`config.mk`:
```
export PLATFORM = sky130hd
export DESIGN_NAME = cm_coef_loader_flat
export DESIGN_NICKNAME = d
export VERILOG_FILES = /design/src/rtl/cm_coef_loader_if.sv /design/src/rtl/cm_coef_loader.sv /design/src/flat_wrapper.sv
export SDC_FILE = /design/constraint.sdc
export NUM_CORES = 1
export LEC_CHECK = 0
export BUFFER_PORTS_ARGS = -buffer_cell sky130_fd_sc_hd__buf_2
export CAP_MARGIN = 20
export CORE_MARGIN = 5
export CORE_UTILIZATION = 28
export DETAILED_ROUTE_END_ITERATION = 7
export PLACE_DENSITY = 0.55
export SYNTH_ARGS = -nofsm -noshare
export SYNTH_HDL_FRONTEND = slang
export SYNTH_SLANG_ARGS = --single-unit
```
`constraint.sdc`:
```
create_clock -name CLK -period 6.7 [get_ports CLK]
set_input_delay 0.67 -clock CLK [delete_from_list [all_inputs] [get_ports CLK]]
set_output_delay 0.67 -clock CLK [all_outputs]
set_load 0.01 [all_outputs]
```
`src/rtl/cm_coef_loader_if.sv`:
```
// Configuration / commit handshake bundle for the coefficient loader.
// The master side streams coefficient words and requests scenario changes;
// the slave side (the loader) reports readiness, commits and protocol errors.
interface cm_coef_loader_if;
    logic        cfg_start;
    logic        cfg_valid;
    logic [15:0] cfg_data;
    logic        scen_ch;
    logic        coef_rdy;
    logic        commit;
    logic        load_err;

    modport master (
        output cfg_start, cfg_valid, cfg_data, scen_ch,
        input  coef_rdy, commit, load_err
    );

    modport slave (
        input  cfg_start, cfg_valid, cfg_data, scen_ch,
        output coef_rdy, commit, load_err
    );
endinterface

```
`src/rtl/cm_coef_loader.sv`:
```
// Double-buffered coefficient loader for a complex-multiply stage.
// Six 16-bit words are streamed into a shadow bank; a scenario change commits
// the full shadow bank to the active registers in one edge and restarts the
// timestamp accumulator. Protocol misuse is flagged with a one-cycle error.
module cm_coef_loader #(
    parameter int TS_W = 32
) (
    input  logic               CLK,
    input  logic               reset,
    cm_coef_loader_if.slave    cfg,
    input  logic [15:0]        ts_inc,
    output logic [15:0]        int1_real,
    output logic [15:0]        int1_img,
    output logic [15:0]        int2_real,
    output logic [15:0]        int2_img,
    output logic [15:0]        int3_real,
    output logic [15:0]        int3_img,
    output logic [TS_W-1:0]    ts_out
);

    typedef enum logic [1:0] {
        IDLE = 2'd0,
        LOAD = 2'd1,
        FULL = 2'd2
    } state_t;

    state_t            state_r;
    state_t            state_next_s;
    logic [2:0]        cnt_r;
    logic [2:0]        cnt_next_s;
    logic              wr_en_s;
    logic [2:0]        wr_idx_s;
    logic              commit_s;
    logic              err_s;

    logic [15:0]       shadow_r [6];
    logic [15:0]       active_r [6];
    logic [TS_W-1:0]   ts_r;
    logic              commit_r;
    logic              load_err_r;
    logic              coef_rdy_r;

    // Next-state decode: word writes, commit requests and protocol errors.
    always_comb begin
        state_next_s = state_r;
        cnt_next_s   = cnt_r;
        wr_en_s      = 1'b0;
        wr_idx_s     = cnt_r;
        commit_s     = 1'b0;
        err_s        = 1'b0;
        case (state_r)
            FULL: begin
                if (cfg.scen_ch || cfg.cfg_start) begin
                    // Commit (if requested) happens first; a restart and/or a
                    // same-cycle word then begins the next load at word 0.
                    commit_s = cfg.scen_ch;
                    if (cfg.cfg_valid) begin
                        wr_en_s      = 1'b1;
                        wr_idx_s     = 3'd0;
                        cnt_next_s   = 3'd1;
                        state_next_s = LOAD;
                    end else begin
                        cnt_next_s   = 3'd0;
                        state_next_s = IDLE;
                    end
                end else if (cfg.cfg_valid) begin
                    // Bank already full: the extra word is dropped.
                    err_s = 1'b1;
                end else begin
                    state_next_s = FULL;
                end
            end
            IDLE, LOAD: begin
                // A commit request before the bank is full is an error only;
                // the load in progress carries on.
                err_s = cfg.scen_ch;
                if (cfg.cfg_start) begin
                    if (cfg.cfg_valid) begin
                        wr_en_s      = 1'b1;
                        wr_idx_s     = 3'd0;
                        cnt_next_s   = 3'd1;
                        state_next_s = LOAD;
                    end else begin
                        cnt_next_s   = 3'd0;
                        state_next_s = IDLE;
                    end
                end else if (cfg.cfg_valid) begin
                    wr_en_s    = 1'b1;
                    wr_idx_s   = cnt_r;
                    cnt_next_s = cnt_r + 3'd1;
                    if (cnt_r == 3'd5) begin
                        state_next_s = FULL;
                    end else begin
                        state_next_s = LOAD;
                    end
                end else begin
                    state_next_s = state_r;
                end
            end
            default: begin
                state_next_s = IDLE;
                cnt_next_s   = 3'd0;
            end
        endcase
    end

    // Control state, word counter and the registered status pulses.
    always_ff @(posedge CLK) begin
        if (reset) begin
            state_r    <= IDLE;
            cnt_r      <= 3'd0;
            commit_r   <= 1'b0;
            load_err_r <= 1'b0;
            coef_rdy_r <= 1'b0;
        end else begin
            state_r    <= state_next_s;
            cnt_r      <= cnt_next_s;
            commit_r   <= commit_s;
            load_err_r <= err_s;
            coef_rdy_r <= (state_next_s == FULL);
        end
    end

    // Shadow bank: written one word at a time by the loader.
    always_ff @(posedge CLK) begin
        if (reset) begin
            for (int i = 0; i < 6; i++) begin
                shadow_r[i] <= 16'h0000;
            end
        end else if (wr_en_s) begin
            shadow_r[wr_idx_s] <= cfg.cfg_data;
        end
    end

    // Active bank: copies the whole shadow bank only on a commit edge, so a
    // same-cycle word-0 write lands in the shadow for the next load.
    always_ff @(posedge CLK) begin
        if (reset) begin
            for (int i = 0; i < 6; i++) begin
                active_r[i] <= 16'h0000;
            end
        end else if (commit_s) begin
            for (int i = 0; i < 6; i++) begin
                active_r[i] <= shadow_r[i];
            end
        end
    end

    // Timestamp accumulator: free-running wrap-around sum, zeroed on commit.
    always_ff @(posedge CLK) begin
        if (reset) begin
            ts_r <= {TS_W{1'b0}};
        end else if (commit_s) begin
            ts_r <= {TS_W{1'b0}};
        end else begin
            ts_r <= ts_r + TS_W'(ts_inc);
        end
    end

    assign int1_real    = active_r[0];
    assign int1_img     = active_r[1];
    assign int2_real    = active_r[2];
    assign int2_img     = active_r[3];
    assign int3_real    = active_r[4];
    assign int3_img     = active_r[5];
    assign ts_out       = ts_r;
    assign cfg.coef_rdy = coef_rdy_r;
    assign cfg.commit   = commit_r;
    assign cfg.load_err = load_err_r;

endmodule
```
`src/flat_wrapper.sv`:
```
// flat-port wrapper written by rule: the top's interface ports become plain ports
module cm_coef_loader_flat 
#(
    parameter int TS_W = 32
)
  (CLK, reset, ts_inc, int1_real, int1_img, int2_real, int2_img, int3_real, int3_img, ts_out, cfg_cfg_start, cfg_cfg_valid, cfg_cfg_data, cfg_scen_ch, cfg_coef_rdy, cfg_commit, cfg_load_err);
  cm_coef_loader_if cfg_i ();
  input  logic CLK;
  input  logic reset;
  input  logic [15:0] ts_inc;
  output logic [15:0] int1_real;
  output logic [15:0] int1_img;
  output logic [15:0] int2_real;
  output logic [15:0] int2_img;
  output logic [15:0] int3_real;
  output logic [15:0] int3_img;
  output logic [TS_W-1:0] ts_out;
  input wire logic [$bits(cfg_i.cfg_start)-1:0] cfg_cfg_start;
  input wire logic [$bits(cfg_i.cfg_valid)-1:0] cfg_cfg_valid;
  input wire logic [$bits(cfg_i.cfg_data)-1:0] cfg_cfg_data;
  input wire logic [$bits(cfg_i.scen_ch)-1:0] cfg_scen_ch;
  output wire logic [$bits(cfg_i.coef_rdy)-1:0] cfg_coef_rdy;
  output wire logic [$bits(cfg_i.commit)-1:0] cfg_commit;
  output wire logic [$bits(cfg_i.load_err)-1:0] cfg_load_err;
  assign cfg_i.cfg_start = cfg_cfg_start;
  assign cfg_i.cfg_valid = cfg_cfg_valid;
  assign cfg_i.cfg_data = cfg_cfg_data;
  assign cfg_i.scen_ch = cfg_scen_ch;
  assign cfg_coef_rdy = cfg_i.coef_rdy;
  assign cfg_commit = cfg_i.commit;
  assign cfg_load_err = cfg_i.load_err;
  cm_coef_loader #(.TS_W(TS_W)) u_core (.CLK(CLK), .reset(reset), .cfg(cfg_i), .ts_inc(ts_inc), .int1_real(int1_real), .int1_img(int1_img), .int2_real(int2_real), .int2_img(int2_img), .int3_real(int3_real), .int3_img(int3_img), .ts_out(ts_out));
endmodule
```
==> impl_summary.md, run 1 <==
Outcome
The run finished with clean final reports.

Layout
The post-synthesis to final-layout area growth is 24.5%. The final net count is 943. The flip-flop and latch area is 6570 µm².

Once layout is complete, the cells apart from fillers number 1353. For this run, the share of the core covered by cells in the final layout is 35.6%. The share of final-layout standard cells stronger than drive strength 1 is 25.4%. The number of fillers in the final layout is 3228. In the final layout, the multi-input gates occupy 2620 µm².

STA
At the pin with the least slew margin, the transition time is 0.865 ns. Static timing analysis puts the maximum clock frequency at 0.349 GHz. The clock arrives with 0.0150 ns of skew. Setup repair after global routing left no endpoint under its margin. The number of endpoints with negative hold slack in the final report was 0. Setup violations remaining at the end of the flow were counted as 0. The clock period minus final worst setup slack is 2.86 ns. The max-slew violation count is 0. In the final timing run, aggregate negative setup slack is 0 ns. In this run the tightest slew margin relative to its limit is 42.4%.

Dividing the final minimum period by the clock period gives 42.8%. The least setup slack across all paths after layout is 3.84 ns.

Setup path
The critical path starts at u_core.state_r[1]$_SDFF_PP0_. At the worst endpoint, the arrival time is 3.03 ns. The register-to-register path setup slack is 3.84 ns. For this run, the slowest stage of the critical path takes 0.77 ns.

STA classifies the critical path endpoint as a flip-flop. The critical path's top delay family is buffers and inverters. The critical path class is flip-flop to flip-flop. The critical path launch point type is a flip-flop. The worst register-to-register path begins at u_core.state_r[1]$_SDFF_PP0_. For the worst setup path, the data required time is 6.86 ns. Along the worst path, the maximum fanout reaches 68. The number of buffers and inverters on the critical path is 2. The signal on the critical path passes through nor2b_1 -> a21oi_1 -> inv_4 -> buf_4. The cell at the slowest stage of the critical path is sky130_fd_sc_hd__buf_4. In this run the critical register-to-register path is captured at u_core.active_r[0][9]$_SDFFCE_PN0P_. The depth of the most critical reg-to-reg path is 4.

Yosys
The yosys synthesis warning count is 0. The post-synthesis instance area is 9340 µm². Yosys attributes the largest share of cell area to sky130_fd_sc_hd__edfxtp_1 62%, sky130_fd_sc_hd__and2_1 9.1%, sky130_fd_sc_hd__dfxtp_1 8.6%, sky130_fd_sc_hd__nor2_1 3.5%, sky130_fd_sc_hd__ha_1 2.4%. The number of nets in the synthesized netlist is 766. After technology mapping, the gate count stands at 710. sky130_fd_sc_hd__edfxtp_1 takes more of the synthesized area than any other cell. The share of synthesized registers carrying an async set or reset is 0%. The most used flip-flop cell after synthesis is sky130_fd_sc_hd__edfxtp_1.

After synthesis, the most frequently instantiated cells are 192 x sky130_fd_sc_hd__edfxtp_1, 136 x sky130_fd_sc_hd__and2_1, 88 x sky130_fd_sc_hd__nor2_1. In this run, synthesis inferred 192 flip-flops with an integrated enable. Counting flops and latches in the post-synthesis netlist gives 232.

The number of distinct library cell variants in the gate-level netlist after synthesis is 50. Sequential cells were found to cover 70.3% of the synthesized design area. The most frequent cell after synthesis is sky130_fd_sc_hd__edfxtp_1. The portion of synthesized cell area occupied by the leading cell type is 61.7%. After synthesis, the mean cell area works out to 13.2 µm².

CTS
The number of buffers created by CTS is 27. After clock tree synthesis, the clock-pin slew on the worst setup and hold paths is 0.06 ns. The later pin in the worst-skew pair is clocked with a latency of 0.54 ns. The number of gates resized after CTS was 0. The TritonCTS clock tree is done. CTS placed an instance of sky130_fd_sc_hd__clkbuf_16 at the clock tree root.

The clock tree buffer depth is 3. The CTS sink count is 232. CTS built an H-tree with a depth of 1. After clock tree synthesis, the flow added hold-fix buffers numbering 0. Buffers added to address setup during post-CTS repair amount to 0.

GRT
The largest net degree at the start of global routing is 98. The sum of overflow across all layers after global routing is 0. The combined global-route utilization of all metal layers is 11.7%. The first-pass GRT wire length is 33.4 mm. The number of antenna violations at the first check in global routing is 7.

The via count of the first global-routing pass is 5824.

Route
Wires add up to 22.1 mm. The total via count after detailed routing is 5800. The residual DRC count is 0.

The total iterations of the first detailed-routing run is 6. The DRC marker count from the first detailed-route iteration is 320. The count of nets left with antenna violations once routing finished came out at 0. The per-cell routed wire length is 16.3 µm. Dividing the detail-routed via count by the number of cells gives 4.29.

Power and ir drop
The overall power is 0.00377 W. The power per unit of standard cell area is 324 nW/µm². The standby leakage power is 4.82 nW. IR analysis of the VDD net gives a maximum drop of 0.197 mV.

Job
The count of max-cap constraint violations is 0.

Placed design
Once detailed placement completed, the half-perimeter wirelength came to 16.0 mm. The count of input and output buffers is 167. At the end of routability-driven placement, the weighted congestion stood at 0.783. The number of cells in the design after placement is 1300. Prior to clock tree synthesis, the placed netlist has a worst setup slack of 3.36 ns.

Floorplanning
The number of rows in the core area is 66. The starting density of the core is 28.6%. The die is 193 µm tall.

The area of the core is 32700 µm². From left edge to right edge, the die measures 193 µm. The die covers 37100 µm². 168 I/O pins were placed.

Hold path
The min-delay analysis places its worst path in the category primary input to flip-flop. The launch instance of the worst min-delay path is cfg_cfg_start. The worst hold path passes through 2 cells. The end point of the worst hold path is u_core.state_r[1]$_SDFF_PP0_.
registers in the layout, summed over array words and instances, names as in the netlist:
signal / flops
u_core.shadow_r: 96
u_core.active_r: 96
u_core.cfg.load_err: 1
u_core.cfg.commit: 1
u_core.state_r: 2
u_core.ts_out: 32
u_core.cfg.coef_rdy: 1
u_core.cnt_r: 3
layer usage:
metal	wire length [µm]	GRT usage [%]
met1	9640	15.6
met4	723	4.28
met3	1340	2.24
met5	55	0
met2	10400	18.8
metrics by stage:
step / instance area (µm²) / hold slack [ns]
global placement: 10700 / 0.479
global route: 11600 / 0.401
floorplan: 9340 / 0.497
CTS: 11600 / 0.362
finish: 11600 / 0.382
detailed placement: 10700 / 0.490
logic make-up after synthesis:
family                   Yosys count  share of synthesized area (%)
adder cells (fa/ha/maj)           19                           2.63
flip-flops                       232                           70.3
XOR/XNOR                          26                           2.44
buffers and inverters             44                           1.80
multiplexers                       2                          0.214
AO/OA/AOI/OAI                     72                           4.94
AND/OR/NAND/NOR                  315                           17.7
worst max path at each step:
stage / depth (start not counted) / to
2_1_floorplan: 4 / u_core.active_r[0][0]$_SDFFCE_PN0P_
3_3_place_gp: 6 / u_core.shadow_r[0][11]$_SDFFCE_PN0P_
3_5_place_dp: 6 / u_core.shadow_r[1][7]$_SDFFCE_PN0P_
4_1_cts: 4 / u_core.active_r[3][5]$_SDFFCE_PN0P_
5_1_grt: 4 / u_core.active_r[3][5]$_SDFFCE_PN0P_
6_report: 4 / u_core.active_r[0][9]$_SDFFCE_PN0P_
power breakdown:
part,leakage (nW),internal (W),switching (W)
logic,2.05,0.000231,0.000350
registers,2.32,0.00165,0.0000485
clock network,0.448,0.000896,0.000588
cell type report:
cell class | count | share of cell area [%]
antenna | 3 | 0.0646
clock buffer | 39 | 6.72
clock inverter | 11 | 1.19
inverter | 21 | 0.700
multi-input combinational | 434 | 22.5
sequential | 232 | 56.5
tap | 442 | 4.76
timing repair buffer | 171 | 7.54
worst reg2reg max path, cell delays in order, from the launching register on:
cell                      delay [ns]
sky130_fd_sc_hd__dfxtp_1        0.44
sky130_fd_sc_hd__nor2b_1        0.27
sky130_fd_sc_hd__a21oi_1        0.30
sky130_fd_sc_hd__inv_4          0.61
sky130_fd_sc_hd__buf_4          0.79
placed cells by master, fill, tap and decap left out, types with 2 or more instances in the layout:
| master | synthesis | routed |
|---|---|---|
| sky130_fd_sc_hd__edfxtp_1 | 192 | 192 |
| sky130_fd_sc_hd__buf_2 | 2 | 167 |
| sky130_fd_sc_hd__and2_1 | 136 | 136 |
| sky130_fd_sc_hd__nor2_1 | 88 | 87 |
| sky130_fd_sc_hd__nand2_1 | 40 | 40 |
| sky130_fd_sc_hd__dfxtp_1 | 40 | 40 |
| sky130_fd_sc_hd__clkbuf_16 | 0 | 27 |
| sky130_fd_sc_hd__a21oi_1 | 24 | 23 |
| sky130_fd_sc_hd__inv_1 | 20 | 20 |
| sky130_fd_sc_hd__ha_1 | 18 | 18 |
| sky130_fd_sc_hd__xor2_1 | 14 | 14 |
| sky130_fd_sc_hd__o21ai_0 | 12 | 12 |
| sky130_fd_sc_hd__xnor2_1 | 12 | 12 |
| sky130_fd_sc_hd__nand3_1 | 11 | 11 |
| sky130_fd_sc_hd__nand2b_1 | 9 | 9 |
| sky130_fd_sc_hd__a21o_1 | 7 | 7 |
| sky130_fd_sc_hd__clkbuf_1 | 20 | 6 |
| sky130_fd_sc_hd__clkbuf_8 | 0 | 6 |
| sky130_fd_sc_hd__a31oi_1 | 5 | 5 |
| sky130_fd_sc_hd__a211oi_1 | 5 | 5 |
| sky130_fd_sc_hd__and3_1 | 5 | 5 |
| sky130_fd_sc_hd__nor2b_1 | 4 | 4 |
| sky130_fd_sc_hd__nor3_1 | 4 | 4 |
| sky130_fd_sc_hd__diode_2 | 0 | 3 |
| sky130_fd_sc_hd__or2_2 | 3 | 3 |
| sky130_fd_sc_hd__nand4_1 | 3 | 3 |
| sky130_fd_sc_hd__o2111ai_1 | 3 | 3 |
| sky130_fd_sc_hd__clkinv_2 | 0 | 3 |
| sky130_fd_sc_hd__nor3b_2 | 1 | 2 |
| sky130_fd_sc_hd__o31ai_1 | 2 | 2 |
| sky130_fd_sc_hd__o21a_1 | 2 | 2 |
| sky130_fd_sc_hd__mux2i_1 | 2 | 2 |
| sky130_fd_sc_hd__o21ai_2 | 2 | 2 |
| sky130_fd_sc_hd__a31o_2 | 2 | 2 |
| sky130_fd_sc_hd__and4_1 | 2 | 2 |
| sky130_fd_sc_hd__or3_1 | 2 | 2 |
| sky130_fd_sc_hd__bufinv_16 | 0 | 2 |
| sky130_fd_sc_hd__clkinvlp_4 | 0 | 2 |
| sky130_fd_sc_hd__buf_4 | 0 | 2 |
Note: power is estimated with default switching activity, not from simulation.
==> run 2, diff against run 1 <==
ABC_AREA = 1   (was unset)
PLACE_DENSITY = 0.54   (was 0.55)
clock period = 3 ns   (was 6.7 ns; I/O delays follow)
==> impl_summary.md, run 2 <==
Floorplanning
The full die area is 40100 µm² (+8.0%). The count of pins on the block boundary is 168 (unchanged). The starting density of the core was 28.4% (-0.14 points). The area of the core is 35700 µm² (+9.0%).

The number of rows in the core area is 69 (+4.5%). The width of the die is 200 µm (+3.9%). The y dimension of the die is 200 µm (+3.9%).

GRT
The largest net degree at the start of global routing is 50 (-49%). The first-pass GRT wire length was 39.5 mm (+18%). The number of antenna violations at the first check in global routing is 0 (-7). The combined global-route utilization of all metal layers came to 12.1% (+0.44 points).

The via count of the first global-routing pass is 7291 (+25%). The sum of overflow across all layers after global routing is 0 (unchanged).

Layout
The final net count is 1289 (+37%). The number of antenna diodes came to 0 (-3). The flip-flop and latch area is 6570 µm² (unchanged). The number of fillers in the final layout is 3643 (+13%). The share of final-layout standard cells stronger than drive strength 1 came to 18.9% (-6.5 points). The area of all placed cells without fillers is 12400 µm² (+6.3%).

The area of combinational cells with multiple inputs is 2630 µm² (+0.24%). Leaving out fill and tap cells, the most frequent cells in the layout are 262 x sky130_fd_sc_hd__nor2_1, 217 x sky130_fd_sc_hd__inv_1, 192 x sky130_fd_sc_hd__edfxtp_1, 167 x sky130_fd_sc_hd__buf_2, 163 x sky130_fd_sc_hd__nand2_1. The most common cell after layout, fill and taps aside is sky130_fd_sc_hd__nor2_1. Compared with the post-synthesis result, the final layout area differs by 22.0%.

CTS
The post-CTS resize count is 0 (unchanged). The source-to-sink clock delay at the later pin of the worst-skew pair came to 0.53 ns (about the same). The number of buffers added for setup after CTS is 0 (unchanged).

The number of buffers created by CTS was 26 (-3.7%). The post-CTS clock slew at the launch and capture registers of the worst setup and hold paths was 0.06 ns (about the same). The buffer cell driving the clock tree root is sky130_fd_sc_hd__clkbuf_16.

The clock tree buffer depth is 3 (unchanged). The CTS sink count came to 232 (unchanged). The hold buffer count at cts came to 0 (unchanged). The H-tree depth is 1 (unchanged).

TritonCTS built the clock tree.

Yosys
The commonest cells after synthesis are 262 x sky130_fd_sc_hd__nor2_1, 217 x sky130_fd_sc_hd__inv_1, 192 x sky130_fd_sc_hd__edfxtp_1. The per-instance average area after synthesis was 9.65 µm² (-27%). The yosys synthesis warning count is 0 (unchanged). In the post-synthesis netlist, the biggest area contributors are sky130_fd_sc_hd__edfxtp_1 57%, sky130_fd_sc_hd__nor2_1 9.7%, sky130_fd_sc_hd__inv_1 8.0%, sky130_fd_sc_hd__dfxtp_1 7.9%, sky130_fd_sc_hd__nand2_1 6.1%. The instance count of the mapped netlist was 1050 (+48%). Summed over all instances, the cell type with the most area after synthesis is sky130_fd_sc_hd__edfxtp_1. The portion of synthesized cell area occupied by the leading cell type is 56.9% (-4.8 points).

The number of nets in the synthesized netlist came to 1106 (+44%). The most used flip-flop cell after synthesis is sky130_fd_sc_hd__edfxtp_1. The number of flops mapped to enable cells by yosys came to 192 (unchanged). The synthesized flop and latch total is 232 (unchanged). The post-synthesis instance area is 10100 µm² (+8.5%). Yosys instantiated no cell more often than sky130_fd_sc_hd__nor2_1. The number of distinct library cell variants in the gate-level netlist after synthesis is 37 (-26%). The share of synthesized registers carrying an async set or reset is 0% (unchanged). The fraction of the yosys area taken by sequential cells is 64.8% (-5.5 points).

Power and ir drop
The switching share of power is 26.7% (+0.54 points). The part of the total power dissipated in combinational logic is 13.9% (-1.5 points). The standby leakage power came to 5.57 nW (+16%). The clock share of power is 39.0% (-0.4 points). The switching power was 0.00216 W (+120%). The overall power came to 0.00807 W (+110%). The power per unit of standard cell area is 653 nW/µm² (+100%).

The maximum VDD drop was 0.369 mV (+87%). The internal power is 0.00591 W (+110%). The sequential share of power is 47.2% (+2.0 points).

STA
The transition time at the pin with the least slew margin is 0.729 ns (-0.136 ns). The number of endpoints with negative hold slack in the final report came to 0 (unchanged). The max-slew headroom at the worst pin is 51.3% (+8.9 points).

Setup repair after global routing left no endpoint under its margin. The ratio of final minimum period to clock period is 82.6% (+40 points). The maximum frequency from static timing analysis came to 0.404 GHz (+16%). The sum of negative setup slack came to 0 ns (unchanged). The max-slew violation count is 0 (unchanged). The clock period minus final worst setup slack came to 2.48 ns (-0.387 ns). The number of setup violations in the final report is 0 (unchanged). The clock tree skew after final layout is 0.00937 ns (-0.00558 ns).

Route
The total iterations of the first detailed-routing run came to 5 (-1). The total via count after detailed routing is 7209 (+24%). The DRC marker count from the first detailed-route iteration is 453 (+42%).

The vias per cell was 4.21 (-1.8%). The per-cell routed wire length is 14.5 µm (-11%). The count of nets left with antenna violations after detail routing is 0 (unchanged).

The total routed wirelength came to 24.8 mm (+12%). The residual DRC count came to 0 (unchanged).

Placed design
The placement-stage cell area is 11500 µm² (+7.6%). The count of input and output buffers came to 167 (unchanged). The final weighted congestion of routability-driven global placement is 0.907 (+16%). The final HPWL from detailed placement is 18.8 mm (+17%).

Setup path
STA classifies the critical path endpoint as a flip-flop. The worst endpoint required time is 3.12 ns (-3.74 ns). The largest fanout of any net on the critical path was 20 (-71%). The critical path in this run is classified as flip-flop to flip-flop. Grouping stages by cell kind, the critical path spends the most delay in simple AND/OR/NAND/NOR gates.

The critical path launch point type is a flip-flop. The data arrival time at the worst-slack endpoint is 2.59 ns (-0.44 ns). The cell at the slowest stage of the critical path is sky130_fd_sc_hd__nand2_1. The largest stage delay on the critical path came to 0.48 ns (-0.29 ns).

Walking the worst path, the cells encountered are inv_2 -> nor2_8 -> nand3_2 -> nand2_2 -> nand2_4 -> a21oi_4 -> inv_2 -> nand2_2 -> nand2_1. The sum of buffers and inverters on the critical path is 2 (unchanged).

Job
The count of max-cap constraint violations is 0 (unchanged).

Hold path
The tightest min-delay check is of the primary input to flip-flop type.

Outcome
The flow ran to the end, and the final reports show no timing, DRC or antenna violations.
==> run 2: cell types whose count changed after synthesis, moves of 6 or more <==
cell,change
sky130_fd_sc_hd__inv_1,+197
sky130_fd_sc_hd__nor2_1,+174
sky130_fd_sc_hd__and2_1,-133
sky130_fd_sc_hd__nand2_1,+124
sky130_fd_sc_hd__nand3_1,+17
sky130_fd_sc_hd__xor2_1,-14
sky130_fd_sc_hd__a21oi_1,+13
sky130_fd_sc_hd__clkbuf_1,-12
sky130_fd_sc_hd__xnor2_1,-12
sky130_fd_sc_hd__a21o_1,-7
sky130_fd_sc_hd__nand2b_1,-7
sky130_fd_sc_hd__o21ai_0,+7
sky130_fd_sc_hd__inv_2,+6
==> run 2: area by class of cell <==
| type | instances | area share, % |
|---|---|---|
| tap | 461 | 4.67 |
| multi-input combinational | 574 | 21.3 |
| timing repair buffer | 174 | 7.29 |
| sequential | 232 | 53.1 |
| clock inverter | 15 | 1.37 |
| inverter | 225 | 6.83 |
| clock buffer | 32 | 5.45 |
==> run 2: power by group through the flow <==
stage / clock network (W) / logic [W] / registers [W]
floorplan: 0 / 0.000671 / 0.00391
global placement: 0 / 0.00111 / 0.00387
detailed placement: 0 / 0.00112 / 0.00388
CTS: 0.00323 / 0.00112 / 0.00381
global route: 0.00336 / 0.00128 / 0.00383
finish: 0.00314 / 0.00112 / 0.00380
==> run 2: path summary, 6_finish.rpt <==
| kind | cells past startpoint | slack, ns | endpoint | start |
|---|---|---|---|---|
| setup / recovery | 9 | 0.52 | u_core.shadow_r[3][7]$_SDFFCE_PN0P_ | u_core.state_r[1]$_SDFF_PP0_ |
| hold / removal | 2 | 0.06 | u_core.state_r[1]$_SDFF_PP0_ | reset |
| setup reg to reg | 9 | 0.52 | u_core.shadow_r[3][7]$_SDFFCE_PN0P_ | u_core.state_r[1]$_SDFF_PP0_ |
| hold reg to reg | 3 | 0.53 | u_core.ts_out[31]$_SDFF_PP0_ | u_core.ts_out[31]$_SDFF_PP0_ |
==> run 2: logic make-up (layout without fill, tap and decap cells) <==
logic type      Yosys count  after routing  synth area share (%)
compound gates           63             63                  3.51
flops                   232            232                  64.8
buf+inv                 244            446                  9.34
simple gates            492            492                  19.9
fa+ha+maj                19             19                  2.42
==> run 2: per-stage QoR <==
step / hold slack [ns] / std cells / worst slack (ns) / utilization [%]
4_1_cts: 0.0212 / 1713 / 0.484 / 34.7
6_report: 0.0564 / 1713 / 0.523 / 34.7
5_1_grt: 0.0545 / 1713 / 0.287 / 34.7
3_3_place_gp: 0.514 / 1666 / 0.613 / 32.3
3_5_place_dp: 0.530 / 1666 / 0.494 / 32.3
2_1_floorplan: 0.369 / 1050 / 0.343 / -
==> run 2: metal layers <==
| layer | global-route usage [%] | share of wire [%] | vias to the layer above |
|---|---|---|---|
| li1 | - | - | 3647 |
| met1 | 16.5 | 47 | 3309 |
| met2 | 19.3 | 44 | 218 |
| met3 | 3.01 | 7.2 | 35 |
| met4 | 3.34 | 2.2 | 0 |
| met5 | 0 | 0 | - |
